### src/rtl/seq_pattern_detector.sv
// seq_pattern_detector: runtime-programmable serial pattern detector; define SEQ_DET_MASK_EN for a per-bit compare mask
module seq_pattern_detector #(
   parameter int                 MAX_LEN     = 8,
   parameter int                 CNT_W       = 8,
   parameter logic [MAX_LEN-1:0] DEF_PATTERN = 8'h29,
   parameter int                 DEF_LEN     = 6,
   parameter logic               DEF_OVERLAP = 1'b1
) (
   input  logic                           clk,
   input  logic                           rst_n,
   input  logic                           cfg_we,
   input  logic [MAX_LEN-1:0]             cfg_pattern,
   input  logic [$clog2(MAX_LEN+1)-1:0]   cfg_len,
   input  logic                           cfg_overlap,
`ifdef SEQ_DET_MASK_EN
   input  logic [MAX_LEN-1:0]             cfg_mask,
`endif
   input  logic                           in_valid,
   input  logic                           in_bit,
   output logic                           detected,
   output logic [CNT_W-1:0]               match_count,
   output logic                           armed
);
   localparam int LW = $clog2(MAX_LEN+1);
   logic [MAX_LEN-1:0] hist, pat, len_mask, cmp_mask, hist_next;
   logic [LW-1:0]      fill, len, fill_next, len_load;
   logic               ovl, accept, match;
`ifdef SEQ_DET_MASK_EN
   logic [MAX_LEN-1:0] msk;
`endif

   assign armed = (fill >= len) && (len != '0);

   // Post-shift history, saturating fill and match decision for the bit being accepted
   always_comb begin
      accept    = in_valid && !cfg_we;
      hist_next = (hist << 1) | MAX_LEN'(in_bit);
      fill_next = (fill == LW'(MAX_LEN)) ? fill : fill + LW'(1);
      len_mask  = ~({MAX_LEN{1'b1}} << len);
`ifdef SEQ_DET_MASK_EN
      cmp_mask  = len_mask & msk;
`else
      cmp_mask  = len_mask;
`endif
      match     = accept && (len != '0) && (fill_next >= len) && (((hist_next ^ pat) & cmp_mask) == '0);
      len_load  = (cfg_len > LW'(MAX_LEN)) ? LW'(MAX_LEN) : cfg_len;
   end

   // Config load has priority; otherwise shift in accepted bits, pulse and count matches
   always_ff @(posedge clk or negedge rst_n) begin
      if (!rst_n) begin
         pat         <= DEF_PATTERN;
         len         <= LW'(DEF_LEN);
         ovl         <= DEF_OVERLAP;
         hist        <= '0;
         fill        <= '0;
         detected    <= 1'b0;
         match_count <= '0;
`ifdef SEQ_DET_MASK_EN
         msk         <= '1;
`endif
      end else if (cfg_we) begin
         pat      <= cfg_pattern;
         len      <= len_load;
         ovl      <= cfg_overlap;
         hist     <= '0;
         fill     <= '0;
         detected <= 1'b0;
`ifdef SEQ_DET_MASK_EN
         msk      <= cfg_mask;
`endif
      end else begin
         detected <= match;
         if (in_valid) begin
            hist <= hist_next;
            fill <= (match && !ovl) ? '0 : fill_next;
         end
         if (match && match_count != '1)
            match_count <= match_count + CNT_W'(1);
      end
   end
endmodule

### config.mk
export PLATFORM = sky130hd
export DESIGN_NAME = seq_pattern_detector
export DESIGN_NICKNAME = d
export VERILOG_FILES = /design/src/rtl/seq_pattern_detector.sv
export SDC_FILE = /design/constraint.sdc
export NUM_CORES = 1
export LEC_CHECK = 0
export ABC_AREA = 0
export BUFFER_PORTS_ARGS = -buffer_cell sky130_fd_sc_hd__buf_4
export CELL_PAD_IN_SITES_DETAIL_PLACEMENT = 0
export CELL_PAD_IN_SITES_GLOBAL_PLACEMENT = 1
export CORE_ASPECT_RATIO = 1.75
export CORE_MARGIN = 8
export CORE_UTILIZATION = 30
export DETAILED_ROUTE_END_ITERATION = 16
export HOLD_SLACK_MARGIN = 0.02
export PLACE_DENSITY_LB_ADDON = 0.1
export SYNTH_ARGS = -nofsm -noshare
export SYNTH_HDL_FRONTEND = slang
export SYNTH_SLANG_ARGS = --single-unit
### constraint.sdc
create_clock -name clk -period 2.35 [get_ports clk]
set_input_delay 0.1175 -clock clk [delete_from_list [all_inputs] [get_ports clk]]
set_output_delay 0.1175 -clock clk [all_outputs]
set_load 0.005 [all_outputs]
==> results by group, run 1 <==
Place
  – Placer Congestion: 0.736
  – Post-placement setup slack: -265 ps
  – Detail Placement HPWL: 3300 um
  – Port bufs: 27

Final layout
  – Fin util: 40.3%
  – Storage cell area: 833 sq um
  – Area grow syn2layout: 30.8%
  – Diode count: 0
  – Nets: 236
  – Multi-input gate area: 982 sq um
  – Share of cells above drive strength 1: 38.9%
  – # fillers: 603

Global routing
  – Met1 GRT Util: 11.0%
  – Met3 global-route usage: 2.71%
  – Grt ovf: 0
  – Met2 Track Usage GR: 20.2%
  – GR Util All Layers: 11.0%
  – GRT Max-Usage Layer: met2
  – Largest net degree at the start of global routing: 34
  – Initial antenna violation count: 0
  – First-pass GRT wire length: 7450 um
  – Vias in the first global route: 1519

Synthesis
  – Synth Area in Adders: 7.60%
  – Ys async rst share: 100%
  – Synth Area in XOR/XNOR: 8.71%
  – Most frequent cell after synthesis: dfrtp_1
  – Synthesized area per cell: 11.0 sq um
  – Synthesis Warnings: 0
  – Flops & latches, synth: 33
  – Post-synthesis compound-gate area fraction: 5.74%
  – Number of flops mapped to enable cells by yosys: 0
  – Post-synthesis simple-gate area fraction: 15.9%
  – Register area share after synthesis: 46.0%
  – Ranking of synthesized cells by area: dfrtp_1, dfstp_2, ha_1
  – Post-Synthesis Cells: 164
  – Post-synthesis mux area share: 13.1%
  – Largest family of logic cells by synthesized area: simple AND/OR/NAND/NOR gates
  – Top cells by count, synth: dfrtp_1, xnor2_1, nor2_1
  – Netlist cell types: 33
  – Top_reg_cell synth: dfrtp_1
  – Synth area leader: dfrtp_1
  – Yosys top cell area share: 37.3%
  – Mapped Area: 1810 sq um
  – Mapped Nets: 193

Power and ir drop
  – Leakage: 1.08 nW
  – PwrDens: 618 nW/um^2
  – Overall power: 0.00146 W
  – Maximum vdd drop: 0.370 mV

Timing
  – Worst Skew: 5.06 ps
  – Number of hold violations in the final report: 0
  – Setup TNS: 0 ps
  – Hold slack: 40.1 ps
  – Final setup fails: 0
  – F_max: 0.435 GHz
  – Post-layout min period: 2300 ps
  – RSZ-0062 raised after global routing: yes
  – Slew @ Worst Pin: 462 ps
  – Headroom to the max-slew limit: 69.0%
  – Final setup margin: 51.1 ps
  – Final period util: 97.8%
  – Slew Limit Fails: 0

Die
  – Die area: 8870 sq um
  – Die W: 74.7 um
  – Initial Utilization: 30.8%
  – IO Count: 28
  – Core area: 5880 sq um
  – Die Span Y: 119 um
  – Core Rows: 37

Critical path
  – Worst-path fanout max: 5
  – Critical path capture point type: flop
  – Crit path from: fill[1]
  – Flop2flop setup slack: 50 ps
  – Crit path kind: flop to flop
  – RR Startpoint: fill[1]
  – Startpoint types: flop
  – Register-to-Register Path Depth: 11
  – Reg-to-Reg End: match_count[6]
  – Crit path to: match_count[6]
  – Arrival @ worst endpoint: 2470 ps
  – Critical Path RT: 2520 ps

Detailed routing
  – WL final: 4390 um
  – Via density: 4.79
  – ANT nets after route: 0
  – # DRC: 0
  – Iteration-0 DRC count of the detailed router: 15
  – Detailed-route via count: 1371
  – Drt first pass iters: 4
  – Routed wire per std cell: 15.4 um

Hold path
  – Worst hold-check path type: input pin to flop
  – Hold Path Depth: 3

Clock network
  – CTS buffer count: 5
  – H-tree levels: 2
  – Clk Latency, worst-skew pair: 280 ps
  – Clock slew at reported path FFs: 70 ps
  – CTS tree: built
  – Longest Clk Path Bufs: 2
  – Root buffer cell: clkbuf_8
  – Sink Count: 33

Job
  – Maxcap violations: 0

Outcome
  – Status: finished clean
==> registers in the layout, summed over array words and instances (netlist names) <==
register / count
match_count: 8
pat: 8
hist: 7
fill: 4
len: 4
detected: 1
ovl: 1
==> kinds of logic after synthesis <==
group	after synthesis
simple gates	51
flops	33
xor+xnor	18
compound gates	18
buf+inv	11
fa+ha+maj	11
mux	22
==> layer usage <==
metal	routed length (um)	part of all wire, %
met1	1620	37
met5	0	0
met2	2550	58
met4	95	2.2
met3	131	3.0
==> through the flow <==
stage	std cells	instance area, sq um
finish	286	2370
global route	286	2370
CTS	284	2300
detailed placement	269	2120
global placement	269	2120
floorplan	164	1810
==> layout make-up <==
class / instances / share of cell area (%)
clock inverter: 1 / 1.27
sequential: 33 / 35.2
tap: 78 / 4.12
multi-input combinational: 120 / 41.5
inverter: 6 / 0.951
timing repair buffer: 41 / 13.4
clock buffer: 7 / 3.65
==> critical path: stages, from the launching register on <==
cell and delay (ps):
dfrtp_1 420, inv_1 80, ha_2 160, nand2_2 70
nor2_2 110, xnor2_1 130, ha_1 260, nor3b_2 160
o21ai_1 90, and4b_2 290, nand4_1 90, mux2_2 330
==> worst min path at each step <==
stage / to / start / slack [ps]
after floorplan: detected / rst_n / -180
after global placement: pat[2] / rst_n / 90
after detailed placement: pat[2] / rst_n / 90
after CTS: len[1] / cfg_len[1] / 40
after global routing: len[0] / cfg_len[0] / 60
final: len[1] / cfg_len[1] / 40
==> repair_timing <==
item | CTS | global route
pin swaps | 2 | 11
endpoints found under the setup margin | 12 | 11
gates resized for setup | 4 | 14
hold endpoints to repair | 28 | 0
buffers inserted | 5 | 2
hold buffers | 2 | 0
==> cells in the final DEF (no fill, tap or decap), types with 2 or more instances in the layout <==
master	synthesis	final
a21o_1	3	3
a21oi_1	5	4
and3_1	2	2
and4_1	3	3
and4b_2	0	2
buf_4	1	38
clkbuf_8	0	6
dfrtp_1	27	27
dfstp_2	6	6
dlygate4sd3_1	0	2
ha_1	11	10
inv_1	6	5
mux2_2	10	10
mux2i_1	11	11
nand2_1	8	7
nand2_2	1	2
nand2b_1	3	3
nand3_1	8	4
nand3_2	0	4
nand4_1	2	2
nor2_1	12	11
nor3_1	5	4
nor3_2	1	2
o21ai_0	7	6
o22ai_1	2	2
xnor2_1	15	14
xor2_1	3	3
==> where the power goes <==
part           switching [W]  internal [W]  leakage [nW]
clock network       0.000209      0.000346        0.0585
registers          0.0000428      0.000610         0.423
logic               0.000118      0.000138         0.602
Power figures use the tool's default switching activity.
==> run 2, diff against run 1 <==
--- a/config.mk
+++ b/config.mk
@@ -11,7 +11,7 @@
 export CELL_PAD_IN_SITES_GLOBAL_PLACEMENT = 1
 export CORE_ASPECT_RATIO = 1.75
 export CORE_MARGIN = 8
-export CORE_UTILIZATION = 30
+export CORE_UTILIZATION = 40
 export DETAILED_ROUTE_END_ITERATION = 16
 export HOLD_SLACK_MARGIN = 0.02
 export PLACE_DENSITY_LB_ADDON = 0.1
==> run 2 against run 1 <==
Compared with the run above:
- non-clock buffer count shrank 1
- utilization grew 14 points
- first-iteration DRC count grew to 3.3 times the previous value
- worst hold slack gained 11 ps
- critical path depth is the same
- wire length shrank 6.9%
- die area shrank 21%
- via count shrank 1.1%
- critical path type unchanged
- sequential cell count is the same
- sequential power is essentially flat
- worst setup slack gained 6.5 ps
==> results by group, run 2 (synthesized netlist as in run 1, its figures left out) <==
Detailed routing
  – Drt first pass iters: 4
  – ANT nets after route: 0
  – WL final: 4090 um
  – Routed wire per std cell: 15.8 um
  – # DRC: 0
  – Detailed-route via count: 1356
  – Via density: 5.26
  – Iteration-0 DRC count of the detailed router: 49

Critical path
  – Crit path to: match_count[6]
  – RR Startpoint: fill[1]
  – Flop2flop setup slack: 60 ps
  – Crit-path cells: buf_6 > buf_6 > ha_4 > nand2_4 > mux2i_4 > ha_1 > o21ai_1 > o21ai_1 > and4b_2 > nand4_1 > mux2_4
  – Arrival @ worst endpoint: 2450 ps
  – Kind of cell adding the most delay to the critical path: simple AND/OR/NAND/NOR gates
  – Reg-to-Reg End: match_count[6]
  – Register-to-Register Path Depth: 11
  – Startpoint types: flop
  – Buf/Inv on CP: 2
  – Worst-path fanout max: 5
  – Biggest cell delay along the critical path: 400 ps
  – Critical path capture point type: flop
  – Crit path from: fill[1]
  – Crit path kind: flop to flop
  – Critical Path RT: 2510 ps
  – Slowest CP cell: dfrtp_1
  – WP depth: 11

Timing
  – Worst Skew: 6.47 ps
  – Setup TNS: 0 ps
  – Number of hold violations in the final report: 0
  – Final setup fails: 0
  – Final period util: 97.5%
  – F_max: 0.436 GHz
  – Hold slack: 51.4 ps
  – Headroom to the max-slew limit: 69.3%
  – Post-layout min period: 2290 ps
  – RSZ-0062 raised after global routing: yes
  – Slew Limit Fails: 0
  – Slew @ Worst Pin: 457 ps

Power and ir drop
  – Leakage: 1.09 nW
  – PwrDens: 582 nW/um^2
  – Maximum vdd drop: 0.493 mV

Place
  – Placer Congestion: 0.790
  – Detail Placement HPWL: 3040 um
  – Port bufs: 27

Clock network
  – Root buffer cell: clkbuf_8
  – H-tree levels: 2
  – CTS buffer count: 5
  – Sink Count: 33
  – CTS tree: built
  – Longest Clk Path Bufs: 2
  – Clk Latency, worst-skew pair: 280 ps
  – Clock slew at reported path FFs: 70 ps

Die
  – Initial Utilization: 41.5%
  – Die Span Y: 105 um
  – Core Rows: 32
  – IO Count: 28
  – Die area: 7020 sq um
  – Die W: 66.9 um
  – Core area: 4360 sq um

Final layout
  – Diode count: 0
  – Fin util: 54.5%
  – Area grow syn2layout: 31.3%
  – Share of cells above drive strength 1: 41.1%
  – Regs by FF count: match_count: 8 flops, pat: 8 flops, hist: 7 flops
  – Most frequent cells in the layout: buf_4, dfrtp_1, xnor2_1, nor2_1, mux2i_1
  – Nets: 235
  – # fillers: 399
  – Commonest non-fill, non-tap cell in the layout: buf_4

Global routing
  – GR Util All Layers: 12.2%
  – Grt ovf: 0
  – Vias in the first global route: 1508
  – Largest net degree at the start of global routing: 34
  – Initial antenna violation count: 0
  – First-pass GRT wire length: 6830 um

Outcome
  – Status: finished clean

Job
  – Maxcap violations: 0

Hold path
  – Worst hold-check path type: input pin to flop
==> run 2: cell count changes in the layout (fill, tap and decap cells not counted), moves of 2 or more <==
cell / delta
buf_6: +2
nand2_4: +2
nand3_1: +2
buf_4: -3
nand3_2: -2
ha_4: +2
nor3_2: +3
nor3_1: -3
==> run 2: worst min-delay path by stage <==
stage | to | slack, ps | start | depth (start not counted)
floorplan | detected | -180 | rst_n | 0
global placement | pat[2] | 80 | rst_n | 1
detailed placement | pat[2] | 80 | rst_n | 1
CTS | len[0] | 50 | cfg_len[0] | 3
global route | pat[4] | 60 | cfg_pattern[4] | 2
finish | len[1] | 50 | cfg_len[1] | 3
==> run 2: area by class of cell <==
| cell class | count | area [sq um] | area share (%) |
|---|---|---|---|
| clock buffer | 7 | 96.3 | 4.05 |
| clock inverter | 1 | 5.00 | 0.211 |
| inverter | 6 | 22.5 | 0.947 |
| multi-input combinational | 120 | 1040 | 43.7 |
| sequential | 33 | 833 | 35.1 |
| tap | 51 | 63.8 | 2.68 |
| timing repair buffer | 40 | 317 | 13.3 |
==> run 2: what timing repair did <==
item / 4_1_cts / 5_1_grt
cloned: 0 / 0
pin swaps: 0 / 14
buffers inserted: 1 / 5
setup endpoints to repair: 3 / 10
endpoints found under the hold margin: 28 / 0
hold buffers: 2 / 0
gates resized for setup: 1 / 31
==> run 2: routing by layer <==
layer	share of wire, %	track usage [%]	wire length (um)
met1	39	12.8	1580
met2	56	22.1	2290
met5	0	0	0
met4	2.3	4.51	94
met3	3.0	2.67	123
==> run 2: report_power, final <==
| part | internal [W] | leakage (nW) | total, W | switching [W] |
|---|---|---|---|---|
| combinational | 0.000145 | 0.616 | 0.000270 | 0.000124 |
| sequential | 0.000611 | 0.423 | 0.000650 | 0.0000396 |
| clock | 0.000265 | 0.0542 | 0.000464 | 0.000200 |
==> run 2: stage by stage <==
step | cells | total power, W | cell area, sq um | setup WS, ps
detailed placement | 242 | 0.000891 | 2080 | -14.4
global placement | 242 | 0.000887 | 2080 | 70.7
CTS | 253 | 0.00137 | 2210 | 17.0
floorplan | 164 | 0.000793 | 1810 | 32.4
finish | 258 | 0.00138 | 2380 | 57.6
global route | 258 | 0.00146 | 2380 | -46.6
==> run 2: worst min-delay path, stage by stage <==
cell	delay, ps
buf_4	80
nand2_1	30
o21ai_0	60
==> run 3, diff against run 2 <==
--- a/config.mk
+++ b/config.mk
@@ -11,7 +11,8 @@
 export CELL_PAD_IN_SITES_GLOBAL_PLACEMENT = 1
 export CORE_ASPECT_RATIO = 1.75
 export CORE_MARGIN = 8
-export CORE_UTILIZATION = 40
+export CORE_UTILIZATION = 42
+export CTS_BUF_LIST = sky130_fd_sc_hd__clkbuf_4
 export DETAILED_ROUTE_END_ITERATION = 16
 export HOLD_SLACK_MARGIN = 0.02
 export PLACE_DENSITY_LB_ADDON = 0.1
==> run 3 against run 2 <==
Compared with the run above:
- final cell count rose by 2.7%
- wire length fell by 0.83%
- count of clock-buffer cells in the layout fell by 1
- design area fell by 0.68%
- utilization rose by 2.4 points
- sequential power barely moved
- sequential cell count did not move
- total power fell by 3.5%
- global-route usage rose by 1.3 points
- clock power fell by 8.6%
- critical path depth did not move
==> results by group, run 3 (synthesized netlist as in run 1, its figures left out) <==
Outcome
  – Status: finished clean

Detailed routing
  – # DRC: 0
  – Detailed-route via count: 1382
  – Drt first pass iters: 4
  – Via density: 5.22
  – Routed wire per std cell: 15.3 um
  – Iteration-0 DRC count of the detailed router: 26
  – ANT nets after route: 0
  – WL final: 4060 um

Timing
  – Headroom to the max-slew limit: 72.6%
  – Final period util: 96.3%
  – Number of hold violations in the final report: 0
  – Post-layout min period: 2260 ps
  – F_max: 0.442 GHz
  – RSZ-0062 raised after global routing: yes
  – Slew @ Worst Pin: 408 ps
  – Worst Skew: 8.11 ps
  – Slew Limit Fails: 0
  – Final setup fails: 0

Job
  – Maxcap violations: 0

Clock network
  – Clk Latency, worst-skew pair: 330 ps
  – Sink Count: 33
  – Clock slew at reported path FFs: 100 ps
  – Root buffer cell: clkbuf_4
  – CTS buffer count: 5
  – Longest Clk Path Bufs: 2
  – CTS tree: built
  – H-tree levels: 2

Critical path
  – Crit path kind: flop to flop
  – Critical Path RT: 2570 ps
  – Worst-path fanout max: 6
  – Startpoint types: flop
  – Critical path capture point type: flop
  – Arrival @ worst endpoint: 2480 ps

Final layout
  – Final Non-Filler Cells: 265
  – Regs by FF count: match_count: 8 flops, pat: 8 flops, hist: 7 flops
  – Most frequent cells in the layout: buf_4, dfrtp_1, xnor2_1, dlygate4sd3_1
  – Nets: 244
  – Diode count: 0
  – Commonest non-fill, non-tap cell in the layout: buf_4
  – Share of cells above drive strength 1: 34.3%
  – Fin util: 56.9%
  – Area grow syn2layout: 30.4%
  – # fillers: 384

Place
  – Number of cells after detailed placement: 239
  – Placer Congestion: 0.814
  – Detail Placement HPWL: 3030 um
  – Port bufs: 27

Global routing
  – Grt ovf: 0
  – First-pass GRT wire length: 7020 um
  – Vias in the first global route: 1495
  – GR Util All Layers: 13.5%
  – Largest net degree at the start of global routing: 34
  – Initial antenna violation count: 0

Power and ir drop
  – Maximum vdd drop: 0.412 mV
  – Overall power: 0.00134 W
  – PwrDens: 566 nW/um^2
  – Leakage: 1.09 nW

Hold path
  – Worst hold-check path type: input pin to flop

Die
  – Die Span Y: 103 um
  – Die W: 65.6 um
  – Initial Utilization: 43.6%
  – Core Rows: 31
  – IO Count: 28
  – Core area: 4150 sq um
  – Die area: 6750 sq um
==> run 3: changes by cell type in the layout (fill, tap and decap cells not counted), moves of 2 or more <==
| cell | change |
|---|---|
| dlygate4sd3_1 | +12 |
| clkbuf_8 | -7 |
| clkbuf_4 | +6 |
| buf_6 | -3 |
| ha_4 | -2 |
| nand2_4 | -2 |
| nand3_1 | +2 |
| nand3_2 | -2 |
==> run 3: worst max-delay path: stages (launching register included) <==
cell and delay (ps):
dfrtp_2 440, inv_1 60, ha_2 160, nand2_2 70, nor2_2 110, xnor2_1 130
ha_1 260, nor3b_2 150, o21ai_1 70, and4b_2 290, nand4_1 90, mux2_2 330
==> run 3: worst paths after layout <==
kind,startpoint,end,slack (ps),cells past startpoint
max,fill[1],match_count[6],90,11
min reg2reg,match_count[5],match_count[5],520,1
max in group asynchronous,rst_n,len[1],1760,2
min,in_bit,hist[0],40,3
max reg2reg,fill[1],match_count[6],90,11
min in group asynchronous,rst_n,pat[2],250,2
==> run 3: routing by layer <==
layer,share of wire (%),vias to the layer above,track usage (%)
li1,-,678,-
met2,56,24,24.4
met1,39,676,13.9
met5,0,-,0
met4,1.6,0,6.76
met3,3.1,4,3.26
==> run 3: layout make-up <==
class | count | area (sq um) | area share, %
Multi-Input combinational cell | 120 | 961 | 40.7
Tap cell | 49 | 61.3 | 2.60
Clock inverter | 2 | 33.8 | 1.43
Clock buffer | 6 | 45.0 | 1.91
Sequential cell | 33 | 835 | 35.3
Inverter | 6 | 22.5 | 0.954
Timing Repair Buffer | 49 | 403 | 17.1
==> run 3: through the flow <==
stage                     setup TNS, ps  worst slack [ps]  hold WS, ps  area, sq um
after detailed placement           -483             -62.8         84.2         2070
after global placement                0              61.0         79.0         2070
after global routing              -62.5             -55.2         74.6         2360
final                                 0              87.7         43.5         2360
after CTS                             0              6.90         31.5         2330
after floorplan                       0              32.4         -178         1810
==> run 3: repair_timing <==
action / 4_1_cts / 5_1_grt
buffers inserted: 4 / 0
resized for setup: 5 / 9
pin swaps: 2 / 9
endpoints found under the setup margin: 10 / 10
endpoints found under the hold margin: 39 / 0
hold buffers: 14 / 0
==> run 3: power breakdown <==
group          total [W]  internal [W]  leakage [nW]  switching, W
clock           0.000424      0.000233        0.0433      0.000191
combinational   0.000260      0.000144         0.629      0.000117
sequential      0.000651      0.000610         0.421     0.0000408
total            0.00134      0.000987          1.09      0.000349
